==> config.mk <==
export PLATFORM = sky130hd
export DESIGN_NAME = scaler_alarm_monitor
export DESIGN_NICKNAME = d
export VERILOG_FILES = /design/src/rtl/scaler_alarm_monitor.sv
export SDC_FILE = /design/constraint.sdc
export NUM_CORES = 1
export LEC_CHECK = 0
export BUFFER_PORTS_ARGS = -buffer_cell sky130_fd_sc_hd__buf_2
export CAP_MARGIN = 0
export CORE_ASPECT_RATIO = 1.1
export CORE_MARGIN = 2
export CORE_UTILIZATION = 30
export CTS_CLUSTER_SIZE = 28
export DETAILED_ROUTE_END_ITERATION = 6
export GPL_ROUTABILITY_DRIVEN = 0
export PLACE_DENSITY_LB_ADDON = 0.2
export SYNTH_ARGS = -nofsm -noshare
export SYNTH_HDL_FRONTEND = slang
export SYNTH_SLANG_ARGS = --single-unit
export TNS_END_PERCENT = 1
==> constraint.sdc <==
create_clock -name FS01_ -period 2.2 [get_ports FS01_]
set_input_delay 0.33 -clock FS01_ [delete_from_list [all_inputs] [get_ports FS01_]]
set_output_delay 0.33 -clock FS01_ [all_outputs]
set_load 0.05 [all_outputs]
==> src/rtl/scaler_alarm_monitor.sv <==
// Purpose: checks the A1 scaler outputs (FS02, FS02A, F02A, F02B) on the FS01_ timebase and latches SCAFAL on a violation.
// Latency: inputs are registered at edge n; FAULT/SCAFAL/ERRCNT reflect that sample at edge n+1.
// Backpressure: none; one sample is accepted every FS01_ cycle, and ERRCNT saturates instead of wrapping.
module scaler_alarm_monitor #(
    parameter int SETTLE    = 4,
    parameter int STALL_MAX = 3,
    parameter int WINDOW    = 8,
    parameter int ERRW      = 8
) (
    input  logic            FS01_,
    input  logic            rst,
    input  logic            FS02,
    input  logic            FS02A,
    input  logic            F02A,
    input  logic            F02B,
    input  logic            ALMCLR,
    output logic            SCAFAL,
    output logic [3:0]      FAULT,
    output logic [ERRW-1:0] ERRCNT,
    output logic            LOCKED
);

    localparam int SCW = (SETTLE > 1) ? $clog2(SETTLE) : 1;
    localparam int STW = $clog2(STALL_MAX + 1);
    localparam int WW  = $clog2(WINDOW);

    typedef enum logic [1:0] {
        ST_SETTLE = 2'd0,
        ST_CHECK  = 2'd1,
        ST_ALARM  = 2'd2
    } state_t;

    state_t         state;
    logic [SCW-1:0] settle_cnt;
    logic [STW-1:0] stall_cnt;
    logic [STW-1:0] stall_nxt;
    logic [WW-1:0]  win_cnt;
    logic [WW-1:0]  win_nxt;
    logic           seen_a;
    logic           seen_b;
    logic           seen_a_nxt;
    logic           seen_b_nxt;
    logic           seen_a_upd;
    logic           seen_b_upd;
    logic           win_end;

    // sample stage
    logic s_fs02;
    logic s_fs02a;
    logic s_f02a;
    logic s_f02b;
    logic s_almclr;
    logic p_fs02;

    logic [3:0] cur_fault;
    logic       any_fault;

    // Register every input once per FS01_ edge; ALMCLR travels with the data it applies to.
    always_ff @(posedge FS01_ or posedge rst) begin
        if (rst) begin
            s_fs02   <= 1'b0;
            s_fs02a  <= 1'b0;
            s_f02a   <= 1'b0;
            s_f02b   <= 1'b0;
            s_almclr <= 1'b0;
            p_fs02   <= 1'b0;
        end else begin
            s_fs02   <= FS02;
            s_fs02a  <= FS02A;
            s_f02a   <= F02A;
            s_f02b   <= F02B;
            s_almclr <= ALMCLR;
            p_fs02   <= s_fs02;
        end
    end

    // Stall run length including the current sample, saturating at STALL_MAX.
    always_comb begin
        stall_nxt = stall_cnt;
        if (s_fs02 != p_fs02) begin
            stall_nxt = '0;
        end else if (stall_cnt != STW'(STALL_MAX)) begin
            stall_nxt = stall_cnt + STW'(1);
        end
    end

    // Window bookkeeping: the terminal sample's own pulses count toward that window.
    always_comb begin
        seen_a_upd = seen_a | s_f02a;
        seen_b_upd = seen_b | s_f02b;
        win_end    = (win_cnt == WW'(WINDOW - 1));
        if (win_end) begin
            win_nxt    = '0;
            seen_a_nxt = 1'b0;
            seen_b_nxt = 1'b0;
        end else begin
            win_nxt    = win_cnt + WW'(1);
            seen_a_nxt = seen_a_upd;
            seen_b_nxt = seen_b_upd;
        end
    end

    assign cur_fault = {win_end & ~(seen_a_upd & seen_b_upd),
                        s_f02a & s_f02b,
                        s_fs02a == s_fs02,
                        stall_nxt == STW'(STALL_MAX)};
    assign any_fault = |cur_fault;

    // Stall counter tracks FS02 continuously, so a stall already running at lock is caught promptly.
    always_ff @(posedge FS01_ or posedge rst) begin
        if (rst) begin
            stall_cnt <= '0;
        end else begin
            stall_cnt <= stall_nxt;
        end
    end

    // Main FSM: settle, check, alarm; owns all registered outputs and the window state.
    always_ff @(posedge FS01_ or posedge rst) begin
        if (rst) begin
            state      <= ST_SETTLE;
            settle_cnt <= '0;
            win_cnt    <= '0;
            seen_a     <= 1'b0;
            seen_b     <= 1'b0;
            SCAFAL     <= 1'b0;
            FAULT      <= 4'b0000;
            ERRCNT     <= '0;
            LOCKED     <= 1'b0;
        end else begin
            case (state)
                ST_SETTLE: begin
                    if (settle_cnt == SCW'(SETTLE - 1)) begin
                        state   <= ST_CHECK;
                        LOCKED  <= 1'b1;
                        win_cnt <= '0;
                        seen_a  <= 1'b0;
                        seen_b  <= 1'b0;
                    end else begin
                        settle_cnt <= settle_cnt + SCW'(1);
                    end
                end
                ST_CHECK: begin
                    win_cnt <= win_nxt;
                    seen_a  <= seen_a_nxt;
                    seen_b  <= seen_b_nxt;
                    if (any_fault) begin
                        state  <= ST_ALARM;
                        SCAFAL <= 1'b1;
                        FAULT  <= cur_fault;
                    end
                end
                ST_ALARM: begin
                    if (s_almclr && !any_fault) begin
                        // Clean clear: drop the alarm and start a fresh window.
                        state   <= ST_CHECK;
                        SCAFAL  <= 1'b0;
                        FAULT   <= 4'b0000;
                        win_cnt <= '0;
                        seen_a  <= 1'b0;
                        seen_b  <= 1'b0;
                    end else begin
                        win_cnt <= win_nxt;
                        seen_a  <= seen_a_nxt;
                        seen_b  <= seen_b_nxt;
                        // A clear that collides with a fault keeps only the fresh bits.
                        FAULT   <= s_almclr ? cur_fault : (FAULT | cur_fault);
                    end
                end
                default: begin
                    state <= ST_SETTLE;
                end
            endcase

            if ((state != ST_SETTLE) && any_fault && (ERRCNT != {ERRW{1'b1}})) begin
                ERRCNT <= ERRCNT + ERRW'(1);
            end
        end
    end

endmodule

**After elaboration in Yosys (flattened, before gate mapping)**

Index checks and enable logic that the tools add are counted.

- Input port bits: 7
- Flip-flop bits (word level): 31
- Logic and storage cells: 79
- Output and inout bits: 14

- Add/subtract/negate cells: 4
- Mux-type cells: 24
- Reduce and logical (&&, ||, !) cells: 15
- Bitwise logic cells: 8
- Equal/unequal tests: 12

Operators with widths:

| kind | count |
|---|---|
| two-way mux 4 bit | 3 |
| two-way mux 2 bit | 5 |
| two-way mux 3 bit | 3 |
| one-hot mux 3 bit (3 select lines) | 1 |
| adder 8 x 1 -> 8 bit (second input constant) | 1 |
| inequality test 2 bit (second input constant) | 4 |
| inequality test 8 bit (second input constant) | 1 |
| one-hot mux 4 bit (2 select lines) | 1 |
| AND reduction 2 bit | 4 |
| two-way mux 1 bit | 7 |
| == test 2 bit (second input constant) | 3 |
| one-hot mux 1 bit (3 select lines) | 2 |
| one-hot mux 2 bit (3 select lines) | 1 |
| AND reduction 3 bit | 2 |
| adder 2 x 1 -> 2 bit (second input constant) | 2 |
| OR 4 bit | 1 |
| nonzero test 2 bit | 2 |
| OR reduction 4 bit | 1 |
| adder 3 x 1 -> 3 bit (second input constant) | 1 |
| bitwise AND 1 bit | 3 |
| == test 3 bit (second input constant) | 1 |
| logical AND 1 bit | 3 |
| nonzero test 3 bit | 1 |
| == test 2 x 1 -> 1 bit (second input constant) | 1 |
| 7 further kinds | 9 |

**Longest topological paths before layout**

Gate-level depths: netlist of run 1.

- Depth after elaboration: 9
- Gate-level depth with buffers: 8

**Worst setup path before layout of run 1**

No wires, ideal clock.

- Path type: register to register
- From: register state[0]
- To: register seen_a
- Cell stages (with the launch flop): 9
- Slack: 247 ps
- Buffers on the path: 1
- Setup time: 64 ps
- Data required time: 2136 ps
- Data arrival time: 1889 ps
- Cell sequence: dfrtp_1 inv_1 ha_1 nor2b_4 buf_6 or4b_4 a31oi_4 or2_1 a22o_2

- Word-level cells in the longest chain between the ends: 3
- Elaborated cells between the ends (all ways): 7
- Those cells by class: eq/ne (3); mux (1); reduce/logical (3)

RTL lines:

| element | line | text |
|---|---|---|
| start: declaration | 33 | `state_t state;` |
| start signal: assignment | 121 | `state <= ST_SETTLE;` |
| start signal: assignment | 134 | `state <= ST_CHECK;` |
| start signal: assignment | 148 | `state <= ST_ALARM;` |
| == test 2 bit, or another cell as far along | 131 | `case (state)` |
| nonzero test 3 bit (no source line) / inequality test 2 bit (equally long branches) | n/a |  |
| AND reduction 2 bit (no source line) | n/a |  |
| end signal: assignment | 145 | `seen_a <= seen_a_nxt;` |
| end signal: assignment | 164 | `seen_a <= seen_a_nxt;` |
| end: declaration | 39 | `logic seen_a;` |

Parallel ways exist; a longest one is shown, timed or not.
A chain may end at the register's enable or synchronous reset.

**Worst setup path in the final report of run 1**

Same ends and word-level chain as after synthesis.

==> flow_metrics.env, run 1 <==
export IMPL_fp_dieH_um=78.9
export IMPL_cts_setup_buffers=0
export IMPL_start_util_pct=30.8
export IMPL_fin_skew_ns=0.00676
export IMPL_final_cell_area_sq_um=1800
export IMPL_seq_area_frac_synth_pct=50.7
export IMPL_crit_path_max_incr_delay_ns=0.53
export IMPL_cts_tree="yes"
export IMPL_wl_met3_um=107
export IMPL_drt_total_wl_um=3050
export IMPL_die_area_sq_um=5690
export IMPL_clk_latency_ns=0.28
export IMPL_instances_no_fill=224
export IMPL_cts_resized=0
export IMPL_syn_area_sq_um=1530
export IMPL_syn_inst=137
export IMPL_slew_headroom_pct=72.4
export IMPL_cellPowerDensity_nw_per_um2=1480
export IMPL_synth_edf_count=0
export IMPL_place_hpwl_um=2270
export IMPL_grt_pass1_wl_um=5120
export IMPL_syn_avg_cell_area_sq_um=11.2
export IMPL_worst_path_buf_inv=1
export IMPL_worst_setup_path_end_kind="flip-flop"
export IMPL_rsz0062_at_grt="no"
export IMPL_top_layer="met4"
export IMPL_setup_viol=0
export IMPL_ys_ff_latch=31
export IMPL_nets=180
export IMPL_worstPathArrival_ns=2.29
export IMPL_placed_cell_area_sq_um=1710
export IMPL_max_slew_worst_pin_slew_ns=0.411
export IMPL_grt_usage_pct=11.8
export IMPL_yosys_most_used_dff="dfrtp_1"
export IMPL_cts_sinks=31
export IMPL_hold_violations=0
export IMPL_syn_num_nets=152
export IMPL_die_x_um=72.1
export IMPL_wl_per_cell_um=13.6
export IMPL_cts_max_level=2
export IMPL_hold_path_class="in -> async"
export IMPL_grt_max_degree=32
export IMPL_syn_to_final_growth_pct=17.5
export IMPL_async_flop_share_pct=100
export IMPL_final_common_cell="dfrtp_1"
export IMPL_period_needed_ns=2.08
export IMPL_synth_cell_types=40
export IMPL_maxCapViolations=0
export IMPL_cts_buffer_depth=2
export IMPL_grt_pass1_vias=1093
export IMPL_postRouteAntennaNets=0
export IMPL_drive_gt1_share_pct=24.7
export IMPL_setup_tns_ns=0
export IMPL_leakage_nw=0.867
export IMPL_fp_row_count=27
export IMPL_portBuffers=20
export IMPL_dp_cells=216
export IMPL_drc=0
export IMPL_cpMaxStageDelayCell="or4b_4"
export IMPL_ir_drop_mv=0.589
export IMPL_wl_met1_um=1340
export IMPL_routed_via_count=1115
export IMPL_ios=21
export IMPL_drv_slew=0
export IMPL_r2r_slack_ns=0.12
export IMPL_first_iter_violations=21
export IMPL_diodes=0
export IMPL_r2r_cells=7
export IMPL_clockRootBuffer="clkbuf_8"
export IMPL_cts_buffers=5
export IMPL_fin_util_pct=36.2
export IMPL_r2r_end="seen_a"
export IMPL_yosys_warnings=0
export IMPL_viasPerCell=4.98
export IMPL_cp_required_ns=2.42
export IMPL_path_class="reg -> reg"
export IMPL_path_delay_family="simple AND/OR/NAND/NOR gates"
export IMPL_cp_max_fo=8
export IMPL_crit_chain="inv_1 -> ha_1 -> nor2b_4 -> or4b_4 -> a31oi_4 -> or2_1 -> a22o_2"
export IMPL_fmax_mhz=481
export IMPL_power_total_mw=2.65
export IMPL_cp_start_kind="flip-flop"
export IMPL_wl_met2_um=1550
export IMPL_clkTransAtPathRegs_ns=0.07
export IMPL_antenna_found_initial=0
export IMPL_status="complete, no violations"
export IMPL_dr_pass1_iters=4
export IMPL_r2r_start="state[0]"
export IMPL_period_share_pct=94.4
export IMPL_grt_overflow_total=0
export IMPL_core_area_sq_um=4970
export IMPL_layout_common_cells="dfrtp_1 (31), buf_2 (20), nand2_1 (10)"
export IMPL_hold_buffers=0
## logic make-up (layout without fill, tap and decap cells)
kind of cell / Yosys count / count (layout) / share of synthesized area [%]
AO/OA/AOI/OAI: 31 / 31 / 15.5
XOR/XNOR: 11 / 11 / 6.30
adder cells (fa/ha/maj): 8 / 8 / 6.54
buffers and inverters: 11 / 40 / 3.27
flip-flops: 31 / 31 / 50.7
multiplexers: 5 / 5 / 3.52
AND/OR/NAND/NOR: 40 / 40 / 14.2
## worst max path at each step
stage	start	cells after the start	slack, ns	end
floorplan	state[0]	8	0.25	seen_a
global placement	state[0]	7	0.28	seen_a
detailed placement	state[0]	7	0.14	seen_a
CTS	state[0]	7	0.12	seen_a
global route	state[0]	7	0.04	seen_b
finish	state[0]	7	0.12	seen_a
## per-layer routing
metal / GRT usage, % / up-vias
li1: - / 537
met1: 14.0 / 554
met2: 19.3 / 19
met3: 3.55 / 5
met4: 5.66 / 0
met5: 0 / -
## where the power goes
group          switching [mW]  leakage, nW  internal (mW)
combinational           0.826        0.443          0.502
sequential              0.155        0.384          0.744
clock                   0.207       0.0412          0.221
total                    1.19        0.867           1.47
## cell usage after synthesis (2+ instances only)
cell | instances | share of area [%]
nor2b_1 | 3 | 1.2
mux2_2 | 3 | 2.2
xnor2_1 | 4 | 2.3
ha_1 | 8 | 6.5
xor2_1 | 7 | 4.0
a22o_2 | 2 | 1.3
a21oi_1 | 7 | 2.3
a22oi_1 | 2 | 0.98
nand3_1 | 5 | 1.6
o21ai_0 | 9 | 2.9
nor2_1 | 8 | 2.0
dfrtp_1 | 31 | 51
inv_1 | 8 | 2.0
nor3_1 | 4 | 1.3
mux2i_1 | 2 | 1.3
nand2_1 | 10 | 2.5
## flip-flops by register name, indices dropped and copies added, names as in the netlist
signal      cells
s_f02a          1
stall_cnt       2
seen_b          1
p_fs02          1
s_almclr        1
settle_cnt      2
FAULT           4
s_f02b          1
ERRCNT          8
win_cnt         3
LOCKED          1
s_fs02          1
s_fs02a         1
SCAFAL          1
seen_a          1
state           2
## per-stage QoR
step	hold WS [ns]	setup slack, ns
floorplan	0.361	0.247
detailed placement	0.432	0.139
global route	0.131	0.0383
CTS	0.126	0.119
finish	0.116	0.123
global placement	0.423	0.278
## worst register-to-register path: cells and delay by family, from the launching register on
kind / cells / cell delay (ns)
AO/OA/AOI/OAI: 2 / 0.35
flip-flops: 1 / 0.42
AND/OR/NAND/NOR: 3 / 0.88
buffers and inverters: 1 / 0.10
adder cells (fa/ha/maj): 1 / 0.29
## final cells by class
| class | instances | area, sq um |
|---|---|---|
| Fill cell | 484 | 3170 |
| Clock buffer | 6 | 72.6 |
| Sequential cell | 31 | 776 |
| Tap cell | 58 | 72.6 |
| Inverter | 8 | 30.0 |
| Clock inverter | 2 | 12.5 |
| Timing Repair Buffer | 24 | 130 |
| Multi-Input combinational cell | 95 | 704 |
Note: power is estimated with default switching activity, not from simulation.
==> run 2, diff against run 1 <==
CORE_UTILIZATION = 35   (was 30)
GPL_ROUTABILITY_DRIVEN = not set   (was 0)
clock period = 2.6 ns   (was 2.2 ns; I/O delays follow)
==> flow_metrics.env, run 2 (synthesis results as in run 1) <==
export IMPL_hold_violations=0
export IMPL_max_slew_worst_pin_slew_ns=0.412
export IMPL_hold_path_class="in -> async"
export IMPL_cellPowerDensity_nw_per_um2=1250
export IMPL_cts_buffers=5
export IMPL_fin_skew_ns=0.00268
export IMPL_clockRootBuffer="clkbuf_8"
export IMPL_layout_common_cells="dfrtp_1 (31), buf_2 (20), nand2_1 (10)"
export IMPL_regArea_sq_um=776
export IMPL_leakage_nw=0.858
export IMPL_first_iter_violations=16
export IMPL_nets=177
export IMPL_dr_pass1_iters=4
export IMPL_viasPerCell=4.90
export IMPL_final_common_cell="dfrtp_1"
export IMPL_top_register="ERRCNT"
export IMPL_cts_setup_buffers=0
export IMPL_rsz0062_at_grt="no"
export IMPL_slew_headroom_pct=72.5
export IMPL_n_fill_cell=422
export IMPL_die_x_um=67.0
export IMPL_hold_buffers=0
export IMPL_postRouteAntennaNets=0
export IMPL_cts_resized=0
export IMPL_maxCapViolations=0
export IMPL_grt_overflow_total=0
export IMPL_top_regs="ERRCNT (8), FAULT (4), win_cnt (3)"
export IMPL_cts_tree="yes"
export IMPL_diodes=0
export IMPL_drc=0
export IMPL_syn_to_final_growth_pct=15.9
export IMPL_setup_tns_ns=0
export IMPL_fp_dieH_um=73.4
export IMPL_status="complete, no violations"
export IMPL_worstPathArrival_ns=2.35
export IMPL_dp_slack_ns=0.483
export IMPL_cp_required_ns=2.82
export IMPL_clkTransAtPathRegs_ns=0.06
export IMPL_core_area_sq_um=4250
export IMPL_instances_no_fill=216
export IMPL_start_util_pct=36.0
export IMPL_fmax_mhz=470
export IMPL_grt_max_degree=32
export IMPL_cts_sinks=31
export IMPL_worst_setup_path_end_kind="flip-flop"
export IMPL_fp_row_count=25
export IMPL_cp_start_kind="flip-flop"
export IMPL_drive_gt1_share_pct=23.5
export IMPL_cp_max_fo=11
export IMPL_routed_via_count=1058
export IMPL_grt_pass1_wl_um=5070
export IMPL_period_needed_ns=2.13
export IMPL_ir_drop_mv=0.533
export IMPL_cts_max_level=2
export IMPL_placed_cell_area_sq_um=1690
export IMPL_portBuffers=20
export IMPL_gp_congestion=0.749
export IMPL_antenna_found_initial=0
export IMPL_grt_pass1_vias=1029
export IMPL_place_hpwl_um=2090
export IMPL_clk_latency_ns=0.28
export IMPL_path_class="reg -> reg"
export IMPL_final_cell_area_sq_um=1770
export IMPL_wl_per_cell_um=13.1
export IMPL_drt_total_wl_um=2830
export IMPL_setup_viol=0
export IMPL_period_share_pct=81.9
export IMPL_worst_slack_ns=0.471
export IMPL_grt_usage_pct=13.7
export IMPL_die_area_sq_um=4920
export IMPL_cts_buffer_depth=2
export IMPL_drv_slew=0
export IMPL_ios=21
export IMPL_multiInputGateArea_sq_um=704
export IMPL_dp_cells=209
export IMPL_largest_reg_flops=8
run 2: per-layer routing:
layer	share of wire, %	track usage (%)	vias up
met1	48	18.8	504
met3	4.1	4.44	6
met5	0	0	-
met2	46	19.8	20
li1	-	-	528
met4	1.8	6.12	0
run 2: path summary, 6_finish.rpt:
path,from,end,slack [ns],cells past startpoint
setup / recovery,state[0],seen_a,0.47,7
hold / removal,rst,SCAFAL,0.18,3
setup reg to reg,state[0],seen_a,0.47,7
hold reg to reg,stall_cnt[0],stall_cnt[0],0.45,1
max in group asynchronous,rst,s_f02b,2.15,3
min in group FS01_,ALMCLR,s_almclr,0.21,1
run 2: cell type report:
cell class | count | area share (%)
clock inverters | 1 | 0.282
well taps | 54 | 3.81
inverters | 8 | 1.69
flip-flops and latches | 31 | 43.8
repair buffers | 21 | 6.07
multi-input cells | 95 | 39.7
clock buffers | 6 | 4.66
run 2: where the power goes:
group          total (mW)  switching, mW  internal [mW]  leakage [nW]
logic                1.07          0.678          0.395         0.428
clock network       0.381          0.174          0.207        0.0470
registers           0.759          0.129          0.630         0.384
total                2.21          0.981           1.23         0.858
run 2: critical path: stages, from the launching register on:
cell and delay [ns]:
dfrtp_1 0.42, inv_1 0.11, ha_1 0.37, nor2_1 0.16, or4b_4 0.52, a31oi_4 0.20
or2_1 0.15, a22o_2 0.13
run 2: through the flow:
step | utilization [%] | power, mW | hold slack (ns)
final | 41.7 | 2.21 | 0.177
after CTS | 41.7 | 2.23 | 0.191
after global routing | 41.7 | 2.38 | 0.196
after detailed placement | 39.6 | 1.84 | 0.450
after floorplan | - | 1.63 | 0.421
after global placement | 39.6 | 1.82 | 0.436
